<file path="src/rtl/fetch_prefetch_unit.sv">
// Fetch stage with a DEPTH-entry prefetch FIFO.
// Issues one read per cycle to a synchronous-read instruction memory while
// credit allows. Each returned word is buffered together with its PC and PC+4.
// Decode drains the FIFO through IF_VALID/IF_READY. A redirect discards every
// word that has been fetched but not yet consumed.
module fetch_prefetch_unit #(
    parameter int          XLEN      = 32,
    parameter int          ADDR_BITS = 14,
    parameter int          DEPTH     = 4,
    parameter logic [31:0] RESET_PC  = 32'h0000_0000
) (
    input  logic                       CLOCK,
    input  logic                       RESET,
    input  logic                       REDIRECT,
    input  logic [XLEN-1:0]            REDIRECT_PC,
    output logic [ADDR_BITS-1:0]       IMEM_ADDR,
    output logic                       IMEM_RDEN,
    input  logic [XLEN-1:0]            IMEM_RDATA,
    output logic                       IF_VALID,
    input  logic                       IF_READY,
    output logic [XLEN-1:0]            IF_IR,
    output logic [XLEN-1:0]            IF_PC,
    output logic [XLEN-1:0]            IF_PC_4,
    output logic [$clog2(DEPTH):0]     IF_LEVEL
);

    localparam int PW = $clog2(DEPTH);
    localparam int LW = PW + 1;

    // Request stage (p0): PC and the in-flight tag.
    logic [XLEN-1:0] pc_p0;
    logic [XLEN-1:0] tag_p0;
    logic            vld_p0;

    // FIFO storage (p1): response words with their PCs.
    logic [XLEN-1:0] fifo_ir  [DEPTH];
    logic [XLEN-1:0] fifo_pc  [DEPTH];
    logic [XLEN-1:0] fifo_pc4 [DEPTH];
    logic [PW-1:0]   wr_ptr;
    logic [PW-1:0]   rd_ptr;
    logic [LW-1:0]   count;

    // Last head shown to decode; presented while the FIFO is empty.
    logic [XLEN-1:0] last_ir;
    logic [XLEN-1:0] last_pc;
    logic [XLEN-1:0] last_pc4;

    logic issue;
    logic push;
    logic pop;
    logic head_vld;
    logic unused_bits;

    // The low two target bits are forced to zero, so they are never read.
    assign unused_bits = ^REDIRECT_PC[1:0];

    // Issue, push and pop decisions for this cycle.
    always_comb begin
        issue    = 1'b0;
        push     = 1'b0;
        head_vld = (count != '0);
        pop      = head_vld && IF_READY;
        // Pre-pop occupancy plus the outstanding request must leave room.
        if (!RESET && !REDIRECT && ((count + LW'(vld_p0)) < LW'(DEPTH))) begin
            issue = 1'b1;
        end
        // A redirect in the response cycle kills the returning word.
        if (vld_p0 && !REDIRECT) begin
            push = 1'b1;
        end
    end

    assign IMEM_RDEN = issue;
    assign IMEM_ADDR = pc_p0[ADDR_BITS+1:2];
    assign IF_VALID  = head_vld;
    assign IF_LEVEL  = count;
    assign IF_IR     = head_vld ? fifo_ir[rd_ptr]  : last_ir;
    assign IF_PC     = head_vld ? fifo_pc[rd_ptr]  : last_pc;
    assign IF_PC_4   = head_vld ? fifo_pc4[rd_ptr] : last_pc4;

    // Control state: PC, in-flight flag, FIFO pointers and occupancy.
    always_ff @(posedge CLOCK) begin
        if (RESET) begin
            pc_p0  <= XLEN'(RESET_PC);
            vld_p0 <= 1'b0;
            wr_ptr <= '0;
            rd_ptr <= '0;
            count  <= '0;
        end else if (REDIRECT) begin
            pc_p0  <= {REDIRECT_PC[XLEN-1:2], 2'b00};
            vld_p0 <= 1'b0;
            wr_ptr <= '0;
            rd_ptr <= '0;
            count  <= '0;
        end else begin
            vld_p0 <= issue;
            if (issue) begin
                pc_p0 <= pc_p0 + XLEN'(4);
            end
            if (push) begin
                wr_ptr <= wr_ptr + PW'(1);
            end
            if (pop) begin
                rd_ptr <= rd_ptr + PW'(1);
            end
            if (push && !pop) begin
                count <= count + LW'(1);
            end else if (!push && pop) begin
                count <= count - LW'(1);
            end
        end
    end

    // Request tag: the PC of the word currently on its way back.
    always_ff @(posedge CLOCK) begin
        if (issue) begin
            tag_p0 <= pc_p0;
        end
    end

    // FIFO tail write of the returning word with its PC and PC+4.
    always_ff @(posedge CLOCK) begin
        if (push && !RESET) begin
            fifo_ir[wr_ptr]  <= IMEM_RDATA;
            fifo_pc[wr_ptr]  <= tag_p0;
            fifo_pc4[wr_ptr] <= tag_p0 + XLEN'(4);
        end
    end

    // Hold the most recent head so outputs stay put once the FIFO drains.
    always_ff @(posedge CLOCK) begin
        if (RESET) begin
            last_ir  <= '0;
            last_pc  <= '0;
            last_pc4 <= '0;
        end else if (head_vld) begin
            last_ir  <= fifo_ir[rd_ptr];
            last_pc  <= fifo_pc[rd_ptr];
            last_pc4 <= fifo_pc4[rd_ptr];
        end
    end

endmodule

</file>
<file path="config.mk">
export PLATFORM = sky130hd
export DESIGN_NAME = fetch_prefetch_unit
export DESIGN_NICKNAME = d
export VERILOG_FILES = /design/src/rtl/fetch_prefetch_unit.sv
export SDC_FILE = /design/constraint.sdc
export NUM_CORES = 1
export LEC_CHECK = 0
export ABC_AREA = 1
export BUFFER_PORTS_ARGS = -buffer_cell sky130_fd_sc_hd__buf_2
export CAP_MARGIN = 10
export CORE_ASPECT_RATIO = 1.25
export CORE_MARGIN = 8
export CORE_UTILIZATION = 64
export CTS_CLUSTER_DIAMETER = 120
export DETAILED_ROUTE_END_ITERATION = 12
export HOLD_SLACK_MARGIN = 0.03
export PLACE_DENSITY = 0.85
export SYNTH_ARGS = -nofsm -noshare
export SYNTH_HDL_FRONTEND = slang
export SYNTH_SLANG_ARGS = --single-unit
</file>
<file path="constraint.sdc">
create_clock -name CLOCK -period 9.68 [get_ports CLOCK]
set_clock_uncertainty 0.1 [all_clocks]
set_input_delay 0.968 -clock CLOCK [delete_from_list [all_inputs] [get_ports CLOCK]]
set_output_delay 0.968 -clock CLOCK [all_outputs]
set_load 0.02 [all_outputs]
</file>
Yosys cells after proc, flatten, opt, wreduce, memory -nomap -nowiden
Memory sizes are Yosys's and may differ from the RTL's. A register that Yosys moved wholly into a read port is not among the register bits.
Cells that the tools add are included.
- add/subtract/negate cells: 7
- order comparisons: 1
- multiplexer cells: 17
- reduce and logical (&&, ||, !) cells: 15
- operator list (kind ; count):
    2-to-1 mux 32 bit ; 5
    adder 32 x 3 -> 32 bit, second input constant ; 2
    2-to-1 mux 2 bit ; 6
    logical AND 1 bit ; 7
    2-to-1 mux 3 bit ; 2
    adder 2 x 1 -> 2 bit, second input constant ; 2
    logical NOT 1 bit ; 4
    2-to-1 mux 1 bit ; 4
    nonzero test 2 bit ; 2
    adder 3 x 1 -> 3 bit ; 1
    adder 3 x 1 -> 3 bit, second input constant ; 1
    < comparator 3 bit, second input constant ; 1
    nonzero test 3 bit ; 1
    subtractor 3 x 1 -> 3 bit, second input constant ; 1
    OR reduction 2 bit ; 1
- output and inout port bits: 115
- bits in registers: 168
- memory bits (writable): 384
- input bits: 68
- memories kept: 3
- memories (name ; depth ; bits a word ; read ports ; clocked after memory_dff ; write ports ; RTL line ; source):
    fifo_ir ; 4 ; 32 ; 1 ; 1 ; 1 ; 36 ; logic [XLEN-1:0] fifo_ir [DEPTH];
    fifo_pc ; 4 ; 32 ; 1 ; 1 ; 1 ; 37 ; logic [XLEN-1:0] fifo_pc [DEPTH];
    fifo_pc4 ; 4 ; 32 ; 1 ; 1 ; 1 ; 38 ; logic [XLEN-1:0] fifo_pc4 [DEPTH];

Longest topological paths before layout
Gate-level depths: netlist of the first run.
- depth after elaboration: 7
- mapped depth: 10
- gate-level depth less buffers: 10

Least setup slack after synthesis of the first run
OpenSTA, ideal clock, no wires.
- kind: input-to-reg
- start: in REDIRECT
- end: mem fifo_ir[0][0], enable pin
- path slack: 3801 ps
- path buffers: 1
- arrival: 5236 ps
- stages: 4
- cells stage by stage: buf_2 -> nor2_4 -> nand2_1 -> nor2_1
- longest elaborated chain between the ends: 6
- RTL lines (element ; RTL line ; source):
    start: declaration ; 14 ; input logic REDIRECT,
    logical NOT 1 bit ; 68 ; if (vld_p0 && !REDIRECT) begin
    logical AND 1 bit ; 68 ;
    2-to-1 mux 1 bit ; 68 ;
    logical AND 1 bit ; 123 ; if (push && !RESET) begin
    2-to-1 mux 1 bit ; 123 ;
    2-to-1 mux 1 bit (not written as such) ; 124 ; fifo_ir[wr_ptr] <= IMEM_RDATA;
    end: declaration ; 36 ;
Every way passes these cells.

Worst setup path after layout of the first run
- start: reg count[0] (netlist: IF_LEVEL[0])
- end: out IF_IR[28]
- longest elaborated chain between the ends: 2
- RTL lines (element ; RTL line ; source):
    start: declaration ; 41 ; logic [LW-1:0] count;
    start signal: assignment ; 107 ; count <= count + LW'(1);
    start signal: assignment ; 109 ; count <= count - LW'(1);
    nonzero test 3 bit ; 61 ; head_vld = (count != '0);
    2-to-1 mux 32 bit ; -- ;
    end: declaration ; 21 ; output logic [XLEN-1:0] IF_IR,
Every way passes these cells.

==> results of run 1 <==
-- path summary, 6_finish.rpt --
kind | depth (start not counted) | to | from
setup / recovery | 7 | IF_IR[28] | IF_LEVEL[0]
hold / removal | 2 | last_pc4[1] | last_pc4[1]
setup reg to reg | 6 | last_ir[29] | IF_LEVEL[0]
hold reg to reg | 2 | last_pc4[1] | last_pc4[1]
-- power by group through the flow --
stage / clock (mW) / combinational [mW] / sequential, mW
after global placement: 0 / 0.390 / 2.61
after floorplan: 0 / 0.279 / 2.59
after global routing: 2.23 / 0.449 / 2.57
after detailed placement: 0 / 0.405 / 2.61
after CTS: 2.14 / 0.411 / 2.56
final: 2.12 / 0.409 / 2.56
-- cell families (layout without fill, tap and decap cells) --
group                      after synthesis  count (layout)  share of synthesized area
buffers and inverters                  202             368                     0.0439
AOI/OAI and AO/OA                      422             422                     0.0976
adders and majority gates                8               8                    0.00493
muxes                                    1               1                   0.000459
DFF                                    534             534                      0.673
and+or+nand+nor                        917             917                      0.166
other                                    0               2                          0
xor gates and xnor gates                35              35                     0.0141
-- per-stage QoR --
stage | worst slack [ns] | instance area [um^2] | power, mW | std cells
floorplan | 3.80 | 21800 | 2.87 | 2119
global placement | 5.20 | 22800 | 3.00 | 2617
detailed placement | 5.13 | 22800 | 3.02 | 2617
CTS | 4.52 | 24600 | 5.12 | 2708
global route | 4.26 | 24600 | 5.24 | 2710
finish | 4.52 | 24600 | 5.09 | 2710
-- sequential cells by signal (all words and copies together), names as in the netlist, named ones only --
name,flops
fifo_ir,128
fifo_pc4,120
fifo_pc,120
last_ir,32
last_pc4,32
last_pc,32
pc_p0,30
tag_p0,30
IF_LEVEL,3
rd_ptr,2
wr_ptr,2
vld_p0,1
-- routing by layer --
metal,vias up,track usage,share of wire
met4,0,0.107,0.033
met5,-,0,0
li1,7435,-,-
met3,109,0.0433,0.072
met2,646,0.442,0.51
met1,7522,0.298,0.38
-- area by class of cell --
cell class | count | area, um^2
Multi-Input combinational cell | 1383 | 6220
Antenna cell | 2 | 5.00
Timing Repair Buffer | 193 | 1000
Inverter | 84 | 319
Sequential cell | 534 | 14700
Tap cell | 423 | 529
Clock inverter | 30 | 429
Clock buffer | 61 | 1370
Fill cell | 2199 | 9040
-- layout by cell type, fill, tap and decap left out, types with 13 or more instances in the layout --
cell type,instances
nand2_1,457
edfxtp_1,398
nor2_1,354
buf_2,179
o21ai_0,159
dfxtp_1,134
o21ai_1,131
a21oi_1,125
inv_1,79
nand3_1,61
clkbuf_16,50
xnor2_1,18
xor2_1,17
buf_4,14
nor3_1,13
-- critical path, cell delays in order, from the launching register on --
cell	delay, ns
dfxtp_1	0.40
nor3_4	0.18
buf_4	0.86
clkinv_2	0.92
buf_4	0.60
nand2_1	0.20
nand2_1	0.10
buf_2	0.18
==> impl_table.tex, run 1 <==
\begin{tabular}{lr}
\hline
Metric & Value \\
\hline
\multicolumn{2}{l}{\textbf{Logic synthesis}} \\
Syn Area/Cell & about 10 um\^{}2 \\
Most frequent cells after synthesis & nand2\_1 (457), edfxtp\_1 (398), nor2\_1 (358), o21ai\_0 (159), dfxtp\_1 (136) \\
Most area-consuming cells after synthesis & edfxtp\_1 (55\%), dfxtp\_1 (12\%), nand2\_1 (7.9\%), nor2\_1 (6.2\%), o21ai\_0 (3.6\%) \\
Number of unique standard cell types used by synthesis & 35 \\
Post-synth net total & roughly 2200 \\
Mapped Area & between 20000 and 25000 um\^{}2 \\
Sequential area share after synthesis & 0.673 \\
Synthesis warning total & 0 \\
Dominant synthesized flop cell & edfxtp\_1 \\
Synthesized instance count & about 2100 \\
Cell type with the highest aggregate area in the netlist & edfxtp\_1 \\
Count leader, synth & nand2\_1 \\
Number of enable-type register cells in the synthesized netlist & 398 \\
Seq cells post-synth & 534 \\
Fraction of synthesis flops using an asynchronous set or reset pin & 0 \\
Area share of the largest cell type after synthesis & 0.548 \\
\multicolumn{2}{l}{\textbf{Critical path}} \\
Worst endpoint data arrival time & around 4.1 ns \\
Critical path fanouts, max & 94 \\
Internal reg-to-reg setup slack & between 6 and 7 ns \\
Crit. End Element & primary output \\
Worst setup path class & flip-flop to primary output \\
Critical Path RT & roughly 8.6 ns \\
CP Launch Type & flip-flop \\
\multicolumn{2}{l}{\textbf{Route}} \\
Final routed wirelength across all metal layers & around 52 mm \\
Antenna violation net count after detailed routing & 0 \\
Number of optimization iterations in the first detailed-route pass & 5 \\
Post-detailed-route wirelength per cell & around 19 um \\
Routed via count & 15700 \\
Violation count after the first detailed-route iteration & $\sim$1500 \\
Post-DR vias/cell & between 5 and 6 \\
DRC violations left & 0 \\
\multicolumn{2}{l}{\textbf{Clock tree}} \\
Setup Buffers After CTS & 0 \\
Post-cts sizing count & 0 \\
Clk\_lat worst skew & about 0.56 ns \\
Clock-pin transition on the worst setup and hold timing paths & approximately 0.060 ns \\
CTS tree & yes \\
H-tree depth reported by CTS & 2 \\
Hold bufs inserted after CTS & 0 \\
Number of sinks on the clock net & $\sim$530 \\
Root Buffer Master & clkbuf\_16 \\
Number of buffers added by the clock tree synthesis step & between 40 and 50 \\
Max Buffers Root-to-Sink & 3 \\
\multicolumn{2}{l}{\textbf{GRT}} \\
Pin count of the biggest net entering global routing & around 110 \\
Number of antenna violations at the first check in global routing & 2 \\
First-pass GRT wire length & a little over 80 mm \\
Global route total overflow & 0 \\
Global-route usage over all layers & 0.250 \\
Via count of the first global-routing pass & 15700 \\
\multicolumn{2}{l}{\textbf{Pwr}} \\
Worst VDD drop & 0.239 mV \\
Internal power of the cells & between 3 and 4 mW \\
Total power density per cell area & roughly 210 nW/um\^{}2 \\
Combinational power share & 0.080 \\
P\_leak & about 9.4 nW \\
Net Sw Power & between 1 and 1.5 mW \\
Clock Power Share & 0.416 \\
Switching power as a share of total power & 0.228 \\
Sequential share of power & 0.503 \\
\multicolumn{2}{l}{\textbf{Place}} \\
Detailed placement HPWL & slightly above 30 mm \\
Port Buffers & 180 \\
GP Congestion & $\sim$0.91 \\
\multicolumn{2}{l}{\textbf{Run status}} \\
Outcome & finished, final reports clean \\
\multicolumn{2}{l}{\textbf{Timing}} \\
Final number of max-transition violations & 0 \\
Fin Hold WS & approximately 0.35 ns \\
Maximum operating frequency & around 190 MHz \\
Number of failing setup endpoints in the final timing report & 0 \\
Pin slew with the least headroom to its limit & between 1 and 1.5 ns \\
Setup repair after global routing missed its margin & no \\
Part of the cycle the worst path needs & 0.533 \\
Final number of hold-violating endpoints & 0 \\
Min cycle time layout & approximately 5.2 ns \\
Max transition margin & 0.235 \\
Fin Setup TNS & 0 ns \\
\multicolumn{2}{l}{\textbf{Floorplan}} \\
Chip width & $\sim$180 um \\
Initial core utilization & 0.649 \\
Floorplan core area & roughly 34000 um\^{}2 \\
Die height & around 220 um \\
Std cell rows & 75 \\
Area enclosed by the die boundary & $\sim$40000 um\^{}2 \\
Total I/O pin count & about 180 \\
\multicolumn{2}{l}{\textbf{Finish}} \\
Nets & 2321 \\
Share of the core filled with cells & 0.731 \\
Signed area change from the synthesized netlist to the final layout & 12.6\% \\
Share of cells above drive strength 1 & 0.131 \\
\multicolumn{2}{l}{\textbf{Min path}} \\
Min-delay worst type & flip-flop to flip-flop \\
\multicolumn{2}{l}{\textbf{Flow run}} \\
MaxCap Viol Count & 0 \\
\hline
\end{tabular}
Note: power is estimated with default switching activity, not from simulation.
==> run 2, diff against run 1 <==
--- a/config.mk
+++ b/config.mk
@@ -10,11 +10,11 @@
 export CAP_MARGIN = 10
 export CORE_ASPECT_RATIO = 1.25
 export CORE_MARGIN = 8
-export CORE_UTILIZATION = 64
+export CORE_UTILIZATION = 60
 export CTS_CLUSTER_DIAMETER = 120
 export DETAILED_ROUTE_END_ITERATION = 12
 export HOLD_SLACK_MARGIN = 0.03
-export PLACE_DENSITY = 0.85
+export PLACE_DENSITY = 0.8
 export SYNTH_ARGS = -nofsm -noshare
 export SYNTH_HDL_FRONTEND = slang
 export SYNTH_SLANG_ARGS = --single-unit
==> constraint.sdc (replaced) <==
create_clock -name CLOCK -period 4.8 [get_ports CLOCK]
set_clock_uncertainty 0.1 [all_clocks]
set_input_delay 0.48 -clock CLOCK [delete_from_list [all_inputs] [get_ports CLOCK]]
set_output_delay 0.48 -clock CLOCK [all_outputs]
set_load 0.02 [all_outputs]
==> run 2 against run 1 <==
Flip-flop and latch count did not move. Via count fell by 0.94%. Non-clock buffer count rose by 43. Clock power rose by 88%. Die area rose by 6.1%. Critical path type unchanged.
==> impl_table.tex, run 2 (synthesis results as in run 1) <==
\begin{tabular}{lr}
\hline
Metric & Value \\
\hline
\multicolumn{2}{l}{\textbf{Pwr}} \\
P\_leak & 9.55 nW (+1.3\%) \\
Total power density per cell area & 401 nW/um\^{}2 (+93\%) \\
Worst VDD drop & 0.292 mV (+22\%) \\
Pwr Total & 9.99 mW (+96\%) \\
\multicolumn{2}{l}{\textbf{Critical path}} \\
Worst endpoint data arrival time & 2.96 ns (-1.13 ns) \\
Crit path largest cell delay & 0.63 ns (-0.29 ns) \\
Buffers \& Inverters on Critical Path & 3 (-1) \\
Critical path destination & IF\_PC[13] \\
Logic depth of the worst path, buffers included & 6 (-1) \\
Internal reg-to-reg setup slack & 1.57 ns (-4.50 ns) \\
Critical Path RT & 4.22 ns (-4.39 ns) \\
Worst setup path class & flip-flop to primary output \\
Cell seen most often among critical-path stages & nand2\_1 \\
Crit. End Element & primary output \\
Endpoint of the most critical register-to-register path & IF\_LEVEL[2] \\
CP max-delay cell & clkinv\_2 \\
Cell chain of the critical path & nor3\_4 -> clkinv\_2 -> buf\_4 -> nand2\_1 -> nand2\_1 -> buf\_2 \\
Count of cells along the worst register-to-register path & 12 (+6) \\
Cell type group with the largest total delay on the critical path & buffers and inverters \\
Critical Path Start & IF\_LEVEL[0] \\
Launching point of the worst reg2reg path & IF\_LEVEL[0] \\
Critical path fanouts, max & 52 (-45\%) \\
CP Launch Type & flip-flop \\
\multicolumn{2}{l}{\textbf{Timing}} \\
Final number of max-transition violations & 0 (unchanged) \\
Final number of hold-violating endpoints & 0 (unchanged) \\
Max transition margin & 0.314 (+0.0782) \\
Fin Hold WS & 0.115 ns (-0.233 ns) \\
Pin slew with the least headroom to its limit & 1.03 ns (-0.117 ns) \\
Part of the cycle the worst path needs & 0.737 \\
Setup repair after global routing missed its margin & no \\
Worst setup slack after layout & 1.26 ns (-3.26 ns) \\
Min cycle time layout & between 3 and 4 ns \\
Maximum operating frequency & 283 MHz \\
Number of failing setup endpoints in the final timing report & 0 (unchanged) \\
\multicolumn{2}{l}{\textbf{Finish}} \\
Share of cells above drive strength 1 & 0.132 (+0.000525) \\
Area taken by multi-input logic gates & 6220 um\^{}2 (unchanged) \\
Signed area change from the synthesized netlist to the final layout & 14.3\% \\
Final non-filler cell area & 24900 um\^{}2 (+1.5\%) \\
Register bank with the most flops & fifo\_ir \\
Filler cell count in the final layout & 2645 (+20\%) \\
Leading cell types in the layout, fill and taps excluded & nand2\_1 (457), edfxtp\_1 (398), nor2\_1 (354), buf\_2 (179), o21ai\_0 (159) \\
Sequential cell area & 14700 um\^{}2 (unchanged) \\
Top Registers & fifo\_ir (128), fifo\_pc4 (120), fifo\_pc (120) \\
Nets & 2365 (+1.9\%) \\
Non-filler instance count after layout & 2809 (+3.7\%) \\
Ant. Diodes & 0 (-2) \\
Largest register FFs & 128 (unchanged) \\
Most common library cell in the layout ignoring fill and taps & nand2\_1 \\
\multicolumn{2}{l}{\textbf{Route}} \\
Final routed wirelength across all metal layers & 49.8 mm (-3.6\%) \\
Violation count after the first detailed-route iteration & 1084 (-26\%) \\
Wire length on met1 & 19.6 mm (about the same) \\
Topmost layer with routed signal wires & met4 \\
Antenna violation net count after detailed routing & 0 (unchanged) \\
DRC violations left & 0 (unchanged) \\
Routed length on met3 & 2.88 mm (-23\%) \\
Detail Route met2 WL & 26.1 mm (-1.8\%) \\
Post-detailed-route wirelength per cell & 17.7 um (-7.0\%) \\
Post-DR vias/cell & 5.54 (-4.4\%) \\
Routed via count & 15600 (-0.94\%) \\
Number of optimization iterations in the first detailed-route pass & 5 (unchanged) \\
\multicolumn{2}{l}{\textbf{Clock tree}} \\
H-tree depth reported by CTS & 2 (unchanged) \\
Setup Buffers After CTS & 0 (unchanged) \\
Max Buffers Root-to-Sink & 3 (unchanged) \\
CTS tree & yes \\
Post-cts sizing count & 0 (unchanged) \\
Hold bufs inserted after CTS & 32 (+32) \\
Number of buffers added by the clock tree synthesis step & 50 (+2.0\%) \\
Number of sinks on the clock net & 534 (unchanged) \\
Clk\_lat worst skew & 0.55 ns (about the same) \\
Clock-pin transition on the worst setup and hold timing paths & 0.06 ns (about the same) \\
Root Buffer Master & clkbuf\_16 \\
\multicolumn{2}{l}{\textbf{Min path}} \\
Min-delay worst type & primary input to flip-flop \\
Start point of the worst min-delay path & REDIRECT\_PC[6] \\
\multicolumn{2}{l}{\textbf{Floorplan}} \\
Chip width & 187 um (+3.0\%) \\
Total I/O pin count & 183 (unchanged) \\
Area enclosed by the die boundary & 42800 um\^{}2 (+6.1\%) \\
Die height & 229 um (+3.0\%) \\
Floorplan core area & 36100 um\^{}2 (+7.5\%) \\
Initial core utilization & 0.604 (-0.0452) \\
Std cell rows & 78 (+4.0\%) \\
\multicolumn{2}{l}{\textbf{Place}} \\
Post-place setup slack & 1.50 ns (-3.63 ns) \\
Detailed placement HPWL & 30.8 mm (+0.87\%) \\
Placed standard-cell area & 22900 um\^{}2 (+0.79\%) \\
GP Congestion & 0.891 (-1.6\%) \\
Port Buffers & 180 (unchanged) \\
Number of instances in the placed design & 2685 (+2.6\%) \\
\multicolumn{2}{l}{\textbf{GRT}} \\
Global-route usage over all layers & 0.227 (-0.0234) \\
Number of antenna violations at the first check in global routing & 0 (-2) \\
First-pass GRT wire length & 79.2 mm (-2.2\%) \\
Via count of the first global-routing pass & 15800 (+0.24\%) \\
Pin count of the biggest net entering global routing & 86 (-20\%) \\
Global route total overflow & 0 (unchanged) \\
\multicolumn{2}{l}{\textbf{Flow run}} \\
MaxCap Viol Count & 0 (unchanged) \\
\multicolumn{2}{l}{\textbf{Run status}} \\
Outcome & finished, final reports clean \\
\hline
\end{tabular}
==> run 2: changes by cell type in the layout (fill, tap and decap cells not counted), sizes merged <==
| cell | change |
|---|---|
| clkbuf | +2 |
| dlygate4sd3 | +32 |
| diode | -2 |
| inv | -1 |
| bufinv | -5 |
| clkinvlp | +3 |
| clkinv | +2 |
| buf | +11 |
==> run 2: worst min-delay path by stage <==
stage | to | depth (start not counted)
after floorplan | last_pc4[0] | 2
after global placement | last_pc4[0] | 2
after detailed placement | last_pc[1] | 2
after CTS | pc_p0[6] | 3
after global routing | pc_p0[6] | 3
final | pc_p0[6] | 3
==> run 2: cell type report <==
cell class / instances / share of cell area
tap: 480 / 0.0241
sequential: 534 / 0.589
timing repair buffer: 236 / 0.0573
inverter: 84 / 0.0128
clock inverter: 29 / 0.0121
clock buffer: 63 / 0.0551
multi-input combinational: 1383 / 0.250
==> run 2: power by group <==
group	switching (mW)	leakage [nW]	internal (mW)
Sequential	0.0946	4.71	5.07
Combinational	0.579	4.01	0.257
Clock	1.64	0.824	2.35
==> run 2: metal layers <==
layer	global-route usage	vias up
met2	0.419	482
met5	0	-
met3	0.0395	86
met4	0.0758	0
li1	-	7535
met1	0.262	7462
==> run 2: through the flow <==
step                 util  TNS [ns]
global route        0.690         0
finish              0.690         0
global placement    0.635         0
detailed placement  0.635         0
floorplan               -   -217.54
CTS                 0.690         0
==> run 2: tightest hold or removal path: stages <==
cell and delay (ns):
buf_2 0.08, a21oi_1 0.06, a21oi_1 0.11
==> run 3, diff against run 2 <==
==> constraint.sdc (replaced) <==
create_clock -name CLOCK -period 3.65 [get_ports CLOCK]
set_clock_uncertainty 0.1 [all_clocks]
set_input_delay 0.365 -clock CLOCK [delete_from_list [all_inputs] [get_ports CLOCK]]
set_output_delay 0.365 -clock CLOCK [all_outputs]
set_load 0.02 [all_outputs]
==> run 3 against run 2 <==
Highest routed layer unchanged. Count of clock-buffer cells in the layout is 2 higher. Via count rose by 1.5%. Critical endpoint unchanged. Wire length increased by 1.5%.
==> impl_table.tex, run 3 (synthesis results as in run 1) <==
\begin{tabular}{lr}
\hline
Metric & Value \\
\hline
\multicolumn{2}{l}{\textbf{Timing}} \\
Pin slew with the least headroom to its limit & 0.949 ns (-0.0807 ns) \\
Number of failing setup endpoints in the final timing report & 0 (unchanged) \\
Fin Setup TNS & 0 ns (unchanged) \\
Final number of max-transition violations & 0 (unchanged) \\
Max transition margin & 0.367 (+0.0538) \\
Min cycle time layout & approximately 3.2 ns \\
Part of the cycle the worst path needs & 0.885 \\
Maximum operating frequency & approximately 310 MHz \\
Fin Hold WS & 0.0462 ns (-0.0685 ns) \\
Setup repair after global routing missed its margin & no \\
Final number of hold-violating endpoints & 0 (unchanged) \\
\multicolumn{2}{l}{\textbf{Finish}} \\
Signed area change from the synthesized netlist to the final layout & 15.7\% \\
Share of cells above drive strength 1 & 0.130 (-0.00138) \\
Top Registers & fifo\_ir (128), fifo\_pc4 (120), fifo\_pc (120) \\
Filler cell count in the final layout & 2500 (-5.5\%) \\
Leading cell types in the layout, fill and taps excluded & nand2\_1 (457), edfxtp\_1 (398), nor2\_1 (354), buf\_2 (179), o21ai\_0 (159) \\
Ant. Diodes & 0 (unchanged) \\
Nets & 2382 (+0.72\%) \\
Register bank with the most flops & fifo\_ir \\
Largest register FFs & 128 (unchanged) \\
Most common library cell in the layout ignoring fill and taps & nand2\_1 \\
\multicolumn{2}{l}{\textbf{Floorplan}} \\
Chip width & 187 um (unchanged) \\
Initial core utilization & 0.604 (unchanged) \\
Std cell rows & 78 (unchanged) \\
Total I/O pin count & 183 (unchanged) \\
Die height & 229 um (unchanged) \\
Area enclosed by the die boundary & 42800 um\^{}2 (unchanged) \\
Floorplan core area & 36100 um\^{}2 (unchanged) \\
\multicolumn{2}{l}{\textbf{Clock tree}} \\
Root Buffer Master & clkbuf\_16 \\
Max Buffers Root-to-Sink & 3 (unchanged) \\
H-tree depth reported by CTS & 2 (unchanged) \\
Clk\_lat worst skew & 0.55 ns (about the same) \\
Clock-pin transition on the worst setup and hold timing paths & 0.06 ns (about the same) \\
Number of buffers added by the clock tree synthesis step & 49 (-2.0\%) \\
Hold bufs inserted after CTS & 46 (+44\%) \\
CTS tree & yes \\
Setup Buffers After CTS & 0 (unchanged) \\
Post-cts sizing count & 0 (unchanged) \\
Number of sinks on the clock net & 534 (unchanged) \\
\multicolumn{2}{l}{\textbf{Pwr}} \\
P\_leak & 9.64 nW (+0.96\%) \\
Net Sw Power & 3.04 mW (+32\%) \\
Worst VDD drop & 0.403 mV (+38\%) \\
Total power density per cell area & 520 nW/um\^{}2 (+30\%) \\
Switching power as a share of total power & 0.232 (+0.000613) \\
Combinational power share & 0.086 (+0.002) \\
Sequential share of power & 0.518 (about the same) \\
Internal power of the cells & 10.1 mW (+31\%) \\
Clock Power Share & 0.396 (-0.003) \\
\multicolumn{2}{l}{\textbf{Route}} \\
Antenna violation net count after detailed routing & 0 (unchanged) \\
Violation count after the first detailed-route iteration & 1391 (+28\%) \\
Post-DR vias/cell & 5.59 (+0.89\%) \\
Routed via count & 15800 (+1.5\%) \\
Final routed wirelength across all metal layers & 50.6 mm (+1.5\%) \\
Number of optimization iterations in the first detailed-route pass & 5 (unchanged) \\
Post-detailed-route wirelength per cell & 17.9 um (+0.91\%) \\
DRC violations left & 0 (unchanged) \\
\multicolumn{2}{l}{\textbf{GRT}} \\
First-pass GRT wire length & 81.6 mm (+2.9\%) \\
Global route total overflow & 0 (unchanged) \\
Global-route usage over all layers & 0.233 (+0.00577) \\
Pin count of the biggest net entering global routing & 185 (+120\%) \\
Number of antenna violations at the first check in global routing & 0 (unchanged) \\
Via count of the first global-routing pass & 15900 (+1.0\%) \\
\multicolumn{2}{l}{\textbf{Place}} \\
GP Congestion & 0.869 (-2.5\%) \\
Detailed placement HPWL & 30.7 mm (-0.13\%) \\
Port Buffers & 180 (unchanged) \\
\multicolumn{2}{l}{\textbf{Min path}} \\
Min-delay worst type & primary input to flip-flop \\
\multicolumn{2}{l}{\textbf{Critical path}} \\
Crit. End Element & primary output \\
Critical path fanouts, max & 48 (-7.7\%) \\
Critical Path RT & 3.18 ns (-1.04 ns) \\
Worst endpoint data arrival time & 2.76 ns (-0.20 ns) \\
Worst setup path class & flip-flop to primary output \\
CP Launch Type & flip-flop \\
\multicolumn{2}{l}{\textbf{Run status}} \\
Outcome & finished, final reports clean \\
\multicolumn{2}{l}{\textbf{Flow run}} \\
MaxCap Viol Count & 0 (unchanged) \\
\hline
\end{tabular}
-- run 3: critical path, cell delays in order (launching register included) --
cell and delay (ns):
dfxtp_1 0.39, nor3_4 0.21, buf_4 0.54, buf_4 0.56, nand2_1 0.18, nand2_1 0.13, buf_2 0.17
-- run 3: cell type report --
type	instances	area [um^2]	area share
inverter	84	319	0.0126
sequential	534	14700	0.582
multi-input combinational	1383	6220	0.247
clock buffer	65	1360	0.0538
clock inverter	26	292	0.0116
tap	480	601	0.0238
timing repair buffer	254	1760	0.0698
-- run 3: per-stage QoR --
step | setup slack, ns | total power [mW] | util | area (um^2) | std cells
final | 0.421 | 13.1 | 0.699 | 25200 | 2826
after global routing | 0.169 | 13.5 | 0.699 | 25200 | 2826
after CTS | 0.373 | 13.2 | 0.699 | 25200 | 2826
after detailed placement | 0.911 | 8.01 | 0.640 | 23100 | 2689
after global placement | 0.993 | 7.97 | 0.640 | 23100 | 2689
after floorplan | -0.123 | 7.62 | - | 21800 | 2119
-- run 3: power by group through the flow --
stage          logic (mW)  registers (mW)  clock network (mW)
5_1_grt              1.25            6.81                5.48
3_3_place_gp         1.06            6.91                   0
6_report             1.13            6.79                5.19
2_1_floorplan       0.739            6.88                   0
3_5_place_dp         1.09            6.92                   0
4_1_cts              1.14            6.79                5.26
-- run 3: worst paths after layout --
path,startpoint,to,slack (ns),depth (start not counted)
worst min register to register,last_pc[1],last_pc[1],0.35,2
worst min-delay path,REDIRECT_PC[12],pc_p0[12],0.05,5
worst max-delay path,IF_LEVEL[0],IF_PC[13],0.42,6
worst max register to register,IF_LEVEL[0],IF_LEVEL[2],0.93,11
-- run 3: per-layer routing --
layer,track usage,wire length (um)
met1,0.286,20000
met2,0.413,25700
met3,0.0344,3430
met4,0.0830,1420
met5,0,0
